### src/rtl/debounce_scheduler.sv
// Debounces N_BTN buttons by time-sharing one external count timer.
// Each button is synchronised, and a button whose synchronised level differs from its clean
// level requests the timer. Requests are granted round-robin. A new clean level is committed
// only if the input held for the full timer period.
module debounce_scheduler #(
  parameter int unsigned N_BTN       = 4,
  parameter int unsigned SYNC_STAGES = 2,
  parameter int unsigned IDX_W       = 4
) (
  input  logic             clk,
  input  logic             rst,
  input  logic [N_BTN-1:0] btnIn,
  input  logic             timerOut,
  output logic             timerControl,
  output logic [N_BTN-1:0] btnClean,
  output logic [N_BTN-1:0] btnPress,
  output logic [N_BTN-1:0] btnRelease,
  output logic             busy,
  output logic [IDX_W-1:0] activeIdx
);

  localparam logic [1:0] StIdle   = 2'd0;
  localparam logic [1:0] StTiming = 2'd1;
  localparam logic [1:0] StDone   = 2'd2;

  logic [N_BTN-1:0] sync_q [SYNC_STAGES];
  logic [N_BTN-1:0] sync;
  logic [N_BTN-1:0] pending;

  logic [1:0]       state_q, state_d;
  logic [IDX_W-1:0] active_q, active_d;
  logic [IDX_W-1:0] rr_ptr_q, rr_ptr_d;
  logic [N_BTN-1:0] clean_q, clean_d;
  logic [N_BTN-1:0] press_q, press_d;
  logic [N_BTN-1:0] release_q, release_d;

  logic [IDX_W-1:0] grant_idx;
  logic [IDX_W-1:0] next_idx;
  logic             act_pending;
  logic             act_sync;
  int unsigned      rr_int;
  int unsigned      best_dist;
  int unsigned      cand_dist;

  // Synchroniser chain for the raw button pins.
  always_ff @(posedge clk) begin
    if (rst) begin
      for (int s = 0; s < SYNC_STAGES; s++) sync_q[s] <= '0;
    end else begin
      sync_q[0] <= btnIn;
      for (int s = 1; s < SYNC_STAGES; s++) sync_q[s] <= sync_q[s-1];
    end
  end

  assign sync    = sync_q[SYNC_STAGES-1];
  assign pending = sync ^ clean_q;

  // Round-robin grant: pending index with the smallest forward distance from rr_ptr.
  always_comb begin
    grant_idx = '0;
    rr_int    = 32'(rr_ptr_q);
    best_dist = N_BTN;
    cand_dist = 0;
    for (int unsigned i = 0; i < N_BTN; i++) begin
      cand_dist = (i >= rr_int) ? (i - rr_int) : (i + N_BTN - rr_int);
      if (pending[i] && (cand_dist < best_dist)) begin
        best_dist = cand_dist;
        grant_idx = IDX_W'(i);
      end
    end
  end

  // Select the owning button's request and level; explicit compare avoids a wide bit-select.
  always_comb begin
    act_pending = 1'b0;
    act_sync    = 1'b0;
    for (int unsigned i = 0; i < N_BTN; i++) begin
      if (active_q == IDX_W'(i)) begin
        act_pending = pending[i];
        act_sync    = sync[i];
      end
    end
  end

  // Mod-N_BTN successor of the active index, not a power-of-two wrap.
  assign next_idx = (active_q == IDX_W'(N_BTN - 1)) ? '0 : active_q + IDX_W'(1);

  // Scheduler next-state: grant, time, commit or abort.
  always_comb begin
    state_d   = state_q;
    active_d  = active_q;
    rr_ptr_d  = rr_ptr_q;
    clean_d   = clean_q;
    press_d   = '0;
    release_d = '0;
    case (state_q)
      StIdle: begin
        if (|pending) begin
          active_d = grant_idx;
          state_d  = StTiming;
        end
      end
      StTiming: begin
        // A bounce back to the clean level wins over a simultaneous timer expiry.
        if (!act_pending) begin
          rr_ptr_d = next_idx;
          state_d  = StIdle;
        end else if (timerOut) begin
          for (int unsigned i = 0; i < N_BTN; i++) begin
            if (active_q == IDX_W'(i)) begin
              clean_d[i]   = act_sync;
              press_d[i]   = act_sync;
              release_d[i] = ~act_sync;
            end
          end
          rr_ptr_d = next_idx;
          state_d  = StDone;
        end
      end
      StDone: begin
        state_d = StIdle;
      end
      default: begin
        state_d = StIdle;
      end
    endcase
  end

  // Scheduler state registers.
  always_ff @(posedge clk) begin
    if (rst) begin
      state_q   <= StIdle;
      active_q  <= '0;
      rr_ptr_q  <= '0;
      clean_q   <= '0;
      press_q   <= '0;
      release_q <= '0;
    end else begin
      state_q   <= state_d;
      active_q  <= active_d;
      rr_ptr_q  <= rr_ptr_d;
      clean_q   <= clean_d;
      press_q   <= press_d;
      release_q <= release_d;
    end
  end

  // Timer runs only while timing; leaving TIMING clears it for the next grant.
  assign timerControl = (state_q == StTiming);
  assign busy         = (state_q != StIdle);
  assign activeIdx    = active_q;
  assign btnClean     = clean_q;
  assign btnPress     = press_q;
  assign btnRelease   = release_q;

endmodule
### config.mk
export PLATFORM = sky130hd
export DESIGN_NAME = debounce_scheduler
export DESIGN_NICKNAME = d
export VERILOG_FILES = /design/src/rtl/debounce_scheduler.sv
export SDC_FILE = /design/constraint.sdc
export NUM_CORES = 1
export LEC_CHECK = 0
export CAP_MARGIN = 20
export CORE_UTILIZATION = 39
export CTS_CLUSTER_DIAMETER = 200
export DETAILED_ROUTE_END_ITERATION = 12
export PLACE_DENSITY = 0.62
export SLEW_MARGIN = 20
export SYNTH_ARGS = -nofsm -noshare
export SYNTH_HDL_FRONTEND = slang
export SYNTH_SLANG_ARGS = --single-unit
### constraint.sdc
create_clock -name clk -period 6.3 [get_ports clk]
set_clock_uncertainty 0.15 [all_clocks]
set_input_delay 1.89 -clock clk [delete_from_list [all_inputs] [get_ports clk]]
set_output_delay 1.89 -clock clk [all_outputs]
set_load 0.05 [all_outputs]
# Word level (Yosys, flattened, before mapping)
# Memories as Yosys holds them, arrays and structs flattened.
# Cells that the tools add are included.
[word_totals]
mem_bits_rw = 8
word_cells = 100
inputBits = 7
register_bits = 22
out_inout_bits = 18
mem_count = 1
[mem_list]
columns = ["memory", "depth", "width", "read_ports", "rd_ports_with_merged_regs", "write_ports", "line", "text"]
rows = [
  ["sync_q", 2, 4, 2, 0, 2, "26", "logic [N_BTN-1:0] sync_q [SYNC_STAGES];"],
]
[op_classes]
n_lt_le_gt_ge = 8
bitwise_logic = 11
addsub = 9
muxes = 30
eq_ne = 7
reduce_logical = 19
[op_table]
columns = ["op", "count"]
rows = [
  ["$mux W32", 7],
  ["$lt A32 B32 Y1", 3],
  ["$lt A32 B3 Y1 const B", 1],
  ["$mux W4", 7],
  ["$reduce_or A5 Y1", 4],
  ["$sub A3 B4 Y5 const A", 4],
  ["$reduce_and A4 Y1", 4],
  ["$mux W1", 12],
  ["$sub A1 B4 Y5 const A", 2],
  ["$sub A2 B4 Y5 const A", 2],
  ["$eq A4 B2 Y1 const B", 2],
  ["$ge A1 B4 Y1 const A", 2],
  ["$ge A2 B4 Y1 const A", 2],
  ["$not A1 Y1", 8],
  ["$mux W2", 3],
  ["$reduce_and A2 Y1", 3],
  ["$add A4 B1 Y4 const B", 1],
  ["$eq A4 B1 Y1 const B", 1],
  ["$logic_and A1 B1 Y1", 4],
  ["$logic_not A4 Y1", 1],
  ["$ne A2 B2 Y1 const B", 2],
  ["$pmux W2 S2", 1],
  ["$reduce_or A4 Y1", 1],
  ["$xor A4 B4 Y4", 1],
  ["5 further kinds", 6],
]

# Logic depth before layout (Yosys ltp)
[depth]
depth_word = 14
ltp_mapped = 23
mapped_depth_nobuf = 23

# Least setup slack after synthesis
# Ideal clock, no wire load.
[synth_timing]
path_type = "reg-to-reg"
start = "reg rr_ptr_q[1]"
end = "reg active_q[1], in the netlist activeIdx[1]"
period_less_slack_ps = 4506
stages_incl_launch_ff = 23
setup_time_ps = 86
required_time_ps = 6064
path_buffers = 0
arrival_ps = 4270
slack_ps = 1794
cell_sequence = "dfxtp_1 inv_1 ha_1 xnor2_1 and2_1 nand2_1 ha_1 or2_2 a22oi_1 o31a_1 and2_1 inv_1 ha_1 a311oi_1 o22ai_1 nor3_1 nor2_1 mux2_2 ha_1 o2111ai_1 a21o_1 o21ai_0 a211oi_1"
[synth_between]
elab_chain_cells = 14
elab_cells_between_ends = 29
classes_between = "add/sub (8); order compare (8); mux (9); reduce/logical (4)"
[synth_rtl]
columns = ["item", "line", "text"]
rows = [
  ["start: declaration", "32", "logic [IDX_W-1:0] rr_ptr_q, rr_ptr_d;"],
  ["start signal: assignment", "141", "rr_ptr_q <= rr_ptr_d;"],
  ["$sub A3 B4 Y5 (tied with other cells)", "65", "cand_dist = (i >= rr_int) ? (i - rr_int) : (i + N_BTN - rr_int);"],
  ["$mux W32", "65", ""],
  ["$lt A32 B3 Y1", "66", "if (pending[i] && (cand_dist < best_dist)) begin"],
  ["$logic_and A1 B1 Y1", "66", ""],
  ["$mux W32", "66", ""],
  ["$lt A32 B32 Y1", "66", ""],
  ["$logic_and A1 B1 Y1", "66", ""],
  ["$mux W32", "66", ""],
  ["$lt A32 B32 Y1", "66", ""],
  ["$logic_and A1 B1 Y1", "66", ""],
  ["$mux W32", "66", ""],
  ["$lt A32 B32 Y1", "66", ""],
  ["$logic_and A1 B1 Y1", "66", ""],
  ["$mux W4 *", "66", ""],
  ["end signal: assignment", "140", "active_q <= active_d;"],
  ["end: declaration", "31", "logic [IDX_W-1:0] active_q, active_d;"],
]
# Mark *: on every way between the ends. The rest lies on a longest branch, timed or not.
# A chain may end at the register's enable or synchronous reset.

# Worst setup path after layout
# Ends and elaborated chain as after synthesis.

==> out/summary.log <==
INFO  clocking       h-tree-depth=1
INFO  detailed_routing firstDrtPassIters=4
INFO  timing         slew_viol_final=0
INFO  synth          seq_area_frac_synth=33.3%
INFO  floorplanning  placement_rows=22
INFO  synth          syn-mean-instance-area=8.84squm
INFO  power          power.density=224nW/um^2
INFO  synth          synth_top_area_share=33.3%
INFO  placed_design  finalWeightedCongestion=0.973
INFO  detailed_routing drt-initial-drc-count=43
INFO  hold_path      hold_start=sync_q[0][2]$_SDFF_PP0_
INFO  floorplanning  initial_core_util=41.8%
INFO  timing         timing.slew.headroom=63.6%
INFO  timing         max_freq=192MHz
INFO  detailed_routing route.vias.total=1329
INFO  worst_setup_path critical_path_arrival=5.25ns
INFO  timing         post-route-period-util=82.6%
INFO  power          seq_power_share=41.7%
INFO  worst_setup_path reg2reg_depth=22
INFO  timing         finalHoldViolCount=0
INFO  synth          register_bit_count_reported_by_yosys=26
INFO  power          p_comb_share=26.4%
INFO  worst_setup_path cpMaxStageDelayCell=sky130_fd_sc_hd__dfxtp_1
INFO  placed_design  dp_hpwl=2580um
INFO  timing         setup_violations=0
INFO  worst_setup_path timing.critical_path.slowest_cell_delay=0.49ns
INFO  worst_setup_path cp_common_cell=sky130_fd_sc_hd__ha_1
INFO  placed_design  numPortBuffers=22
INFO  detailed_routing wirelength=3300um
INFO  clocking       tritoncts_num_sinks=26
INFO  clocking       clk_path_buf_depth=2
INFO  grt            globalRoute.totalOverflow=0
INFO  detailed_routing via_per_inst=5.21
INFO  floorplanning  floorplan.die_area=4270squm
INFO  worst_setup_path cp_data_required_time=6.34ns
INFO  grt            via_count_of_the_first_global_routing_pass=1227
INFO  run_status     run_status=complete, no violations
INFO  clocking       tritoncts=yes
INFO  cells_and_area num-nets-final=237
INFO  detailed_routing antenna_violating_nets_post_route=0
INFO  worst_setup_path path_class=register to register
INFO  synth          synthesis.area=1570squm
INFO  grt            number_of_antenna_violations_at_the_first_check_in_global_routing=0
INFO  clocking       root_buffer=sky130_fd_sc_hd__clkbuf_8
INFO  worst_setup_path r2r-end=activeIdx[1]$_SDFFE_PP0P_
INFO  power          net_switching_component_of_the_power=130uW
INFO  cells_and_area antenna_diode_count=0
INFO  cells_and_area final_cell_count_no_fill=255
INFO  clocking       tritoncts.num_buffers=3
INFO  detailed_routing post-route-drc-count=0
INFO  flow_run       cap_violations=0
INFO  cells_and_area drive_gt1_share=4.35%
INFO  clocking       post_cts_setup_repair_buffer_count=0
INFO  clocking       clock_latency=0.27ns
INFO  synth          synth.yosys.warnings=0
INFO  worst_setup_path reg2reg_slack=1.10ns
INFO  floorplanning  design.portCount=25
INFO  clocking       holdBufCountCts=0
INFO  floorplanning  floorplan.die.width=65.4um
INFO  power          clkPwrFrac=31.9%
INFO  power          max-vdd-ir-drop=0.000132V
INFO  timing         post-route-min-period=5.20ns
INFO  placed_design  dpl.cell_count=251
INFO  power          power.share.switching=30.1%
INFO  detailed_routing drt-wirelength-per-cell=13.0um
INFO  synth          synthDistinctLibCells=45
INFO  grt            gr-usage-all-layers=16.2%
INFO  cells_and_area fill_cells=360
INFO  timing         final.setup.tns=0ns
INFO  synth          synth-async-reset-ratio=0%
INFO  worst_setup_path path_buf_inv=1
INFO  grt            grt_max_degree=26
INFO  worst_setup_path worstReg2RegStart=rr_ptr_q[1]$_SDFFE_PP0P_
INFO  clocking       cts.repair.resized=0
INFO  timing         slew_worst_pin=0.541ns
INFO  worst_setup_path crit_family=compound AO/OA/AOI/OAI gates
INFO  synth          post_synth_main_area_contributors=sky130_fd_sc_hd__dfxtp_1 33%, sky130_fd_sc_hd__ha_1 18%, sky130_fd_sc_hd__nor2b_1 4.8%, sky130_fd_sc_hd__inv_1 2.9%, sky130_fd_sc_hd__nor2_1 2.9%
INFO  synth          synth_top_flop_cell=sky130_fd_sc_hd__dfxtp_1
INFO  floorplanning  die_height=65.4um
INFO  floorplanning  core-area=3740squm
INFO  synth          syn-instance-count=177
INFO  hold_path      worst_hold_path_type=register to register
INFO  worst_setup_path worstSetupEndpointType=register
INFO  power          leakagePower=0.780nW
INFO  cells_and_area areaGrowthSynthToFinish=23.2%
INFO  hold_path      worstHoldPathCells=1
INFO  hold_path      worst_hold_path_endpoint=sync_q[0][6]$_SDFF_PP0_
INFO  grt            grt_pass1_wl=5470um
INFO  synth          netlist.top_cell.by_area=sky130_fd_sc_hd__dfxtp_1
INFO  worst_setup_path timing.critical_path.fanout_max=8
INFO  synth          synth_enable_flop_cells=0
INFO  worst_setup_path startpoint_class_of_the_critical_path=register
INFO  worst_setup_path crit_chain=inv_1 > ha_1 > xnor2_1 > and2_1 > nand2_1 > ha_1 > nor2b_1 > o31a_1 > o31ai_1 > nand2_1 > ha_1 > a21oi_1 > nor2b_1 > o31ai_1 > and3_1 > nor2_1 > mux2_2 > ha_1 > o2111ai_1 > a21o_1 > o21ai_0 > a211oi_1
INFO  power          internal=302uW
INFO  timing         rsz0062_at_grt=no
INFO  clocking       worst_setup_hold_path_clk_slew=0.09ns
## worst register-to-register path, stage by stage (launching register included)
cell and delay, ns:
sky130_fd_sc_hd__dfxtp_1 0.49, sky130_fd_sc_hd__inv_1 0.16, sky130_fd_sc_hd__ha_1 0.22, sky130_fd_sc_hd__xnor2_1 0.19
sky130_fd_sc_hd__and2_1 0.20, sky130_fd_sc_hd__nand2_1 0.09, sky130_fd_sc_hd__ha_1 0.29, sky130_fd_sc_hd__nor2b_1 0.15
sky130_fd_sc_hd__o31a_1 0.28, sky130_fd_sc_hd__o31ai_1 0.46, sky130_fd_sc_hd__nand2_1 0.11, sky130_fd_sc_hd__ha_1 0.31
sky130_fd_sc_hd__a21oi_1 0.17, sky130_fd_sc_hd__nor2b_1 0.07, sky130_fd_sc_hd__o31ai_1 0.23, sky130_fd_sc_hd__and3_1 0.22
sky130_fd_sc_hd__nor2_1 0.09, sky130_fd_sc_hd__mux2_2 0.29, sky130_fd_sc_hd__ha_1 0.26, sky130_fd_sc_hd__o2111ai_1 0.24
sky130_fd_sc_hd__a21o_1 0.11, sky130_fd_sc_hd__o21ai_0 0.08, sky130_fd_sc_hd__a211oi_1 0.24
## layout by cell type (no fill, tap or decap), types with 2 or more instances in the layout
cell type,instances
sky130_fd_sc_hd__o21a_1,2
sky130_fd_sc_hd__or2_2,2
sky130_fd_sc_hd__clkdlybuf4s50_1,22
sky130_fd_sc_hd__o31ai_1,3
sky130_fd_sc_hd__mux2i_1,4
sky130_fd_sc_hd__nor2b_1,12
sky130_fd_sc_hd__nor3_1,8
sky130_fd_sc_hd__ha_1,22
sky130_fd_sc_hd__inv_1,12
sky130_fd_sc_hd__conb_1,10
sky130_fd_sc_hd__a211oi_1,2
sky130_fd_sc_hd__clkbuf_8,3
sky130_fd_sc_hd__xnor2_1,5
sky130_fd_sc_hd__nor4_1,2
sky130_fd_sc_hd__dfxtp_1,26
sky130_fd_sc_hd__a31oi_1,3
sky130_fd_sc_hd__o31a_1,3
sky130_fd_sc_hd__nand2_1,11
sky130_fd_sc_hd__nor4b_1,3
sky130_fd_sc_hd__nor2_1,12
sky130_fd_sc_hd__and2_1,7
sky130_fd_sc_hd__nand3_1,2
sky130_fd_sc_hd__o21ai_1,2
sky130_fd_sc_hd__a21oi_1,6
## power by group through the flow
stage	Clock [mW]	Combinational [mW]	Sequential (mW)
detailed placement	0	0.112	0.184
global route	0.145	0.125	0.181
CTS	0.139	0.113	0.180
global placement	0	0.111	0.184
floorplan	0	0.0766	0.190
finish	0.138	0.114	0.180
## metal layers
| metal | up-vias | routed length, um | global-route usage (%) | share of wire (%) |
|---|---|---|---|---|
| met2 | 33 | 1540 | 26.4 | 47 |
| met1 | 623 | 1610 | 22.0 | 49 |
| met4 | 0 | 12 | 4.35 | 0.36 |
| met3 | 2 | 143 | 2.60 | 4.3 |
| li1 | 671 | - | - | - |
| met5 | - | 0 | 0 | 0 |
## state kept, by name (all words and copies together) (netlist names)
name and count:
btnPress 4, btnRelease 4, rr_ptr_q 2, activeIdx 2, sync_q 8, state_q 2, btnClean 4
## synth_stat cells, drive strengths merged (2+ instances only)
library cell,count
a211oi,2
and2,7
nor4,2
nand2,11
nor2b,12
nor3,8
o31ai,3
clkbuf,3
o21ai,3
o31a,3
nor2,12
nand3,2
nor4b,3
or2,2
buf,2
o21a,2
xnor2,5
conb,2
inv,12
a21oi,6
mux2i,4
a31oi,3
ha,22
dfxtp,26
## area by class of cell
class	count	area [sq um]	area share, %
Multi-Input combinational cell	142	1000	52.0
Sequential cell	26	520	27.0
Timing Repair Buffer	23	228	11.8
Tap cell	48	60.1	3.11
Inverter	12	45.0	2.34
Clock buffer	3	41.3	2.14
Clock inverter	1	30.0	1.56
## worst max-delay path by stage
stage	start	endpoint	slack, ns	depth (start not counted)
floorplan	rr_ptr_q[1]$_SDFFE_PP0P_	activeIdx[1]$_SDFFE_PP0P_	1.79	22
finish	rr_ptr_q[1]$_SDFFE_PP0P_	activeIdx[1]$_SDFFE_PP0P_	1.10	22
global placement	rr_ptr_q[1]$_SDFFE_PP0P_	activeIdx[1]$_SDFFE_PP0P_	1.23	22
CTS	rr_ptr_q[1]$_SDFFE_PP0P_	activeIdx[1]$_SDFFE_PP0P_	1.13	22
global route	rr_ptr_q[1]$_SDFFE_PP0P_	activeIdx[1]$_SDFFE_PP0P_	0.67	22
detailed placement	rr_ptr_q[1]$_SDFFE_PP0P_	activeIdx[1]$_SDFFE_PP0P_	1.18	22
## logic make-up (layout without fill, tap and decap cells)
family / after synthesis / in the layout / synth area share [%]
AND/OR/NAND/NOR: 65 / 65 / 22.2
adder cells (fa/ha/maj): 22 / 22 / 17.6
multiplexers: 5 / 5 / 3.28
flip-flops: 26 / 26 / 33.3
buffers and inverters: 17 / 39 / 4.56
other: 2 / 10 / 0.480
AO/OA/AOI/OAI: 34 / 34 / 15.3
XOR/XNOR: 6 / 6 / 3.36
## metrics by stage
step / hold slack (ns) / instance area, sq um / power, mW / util (%) / setup WS (ns)
2_1_floorplan: 0.264 / 1600 / 0.267 / - / 1.79
3_3_place_gp: 0.273 / 1860 / 0.294 / 49.6 / 1.23
3_5_place_dp: 0.280 / 1860 / 0.296 / 49.6 / 1.18
4_1_cts: 0.301 / 1930 / 0.432 / 51.5 / 1.13
5_1_grt: 0.314 / 1930 / 0.452 / 51.5 / 0.670
6_report: 0.300 / 1930 / 0.432 / 51.5 / 1.10
Power figures use the tool's default switching activity.
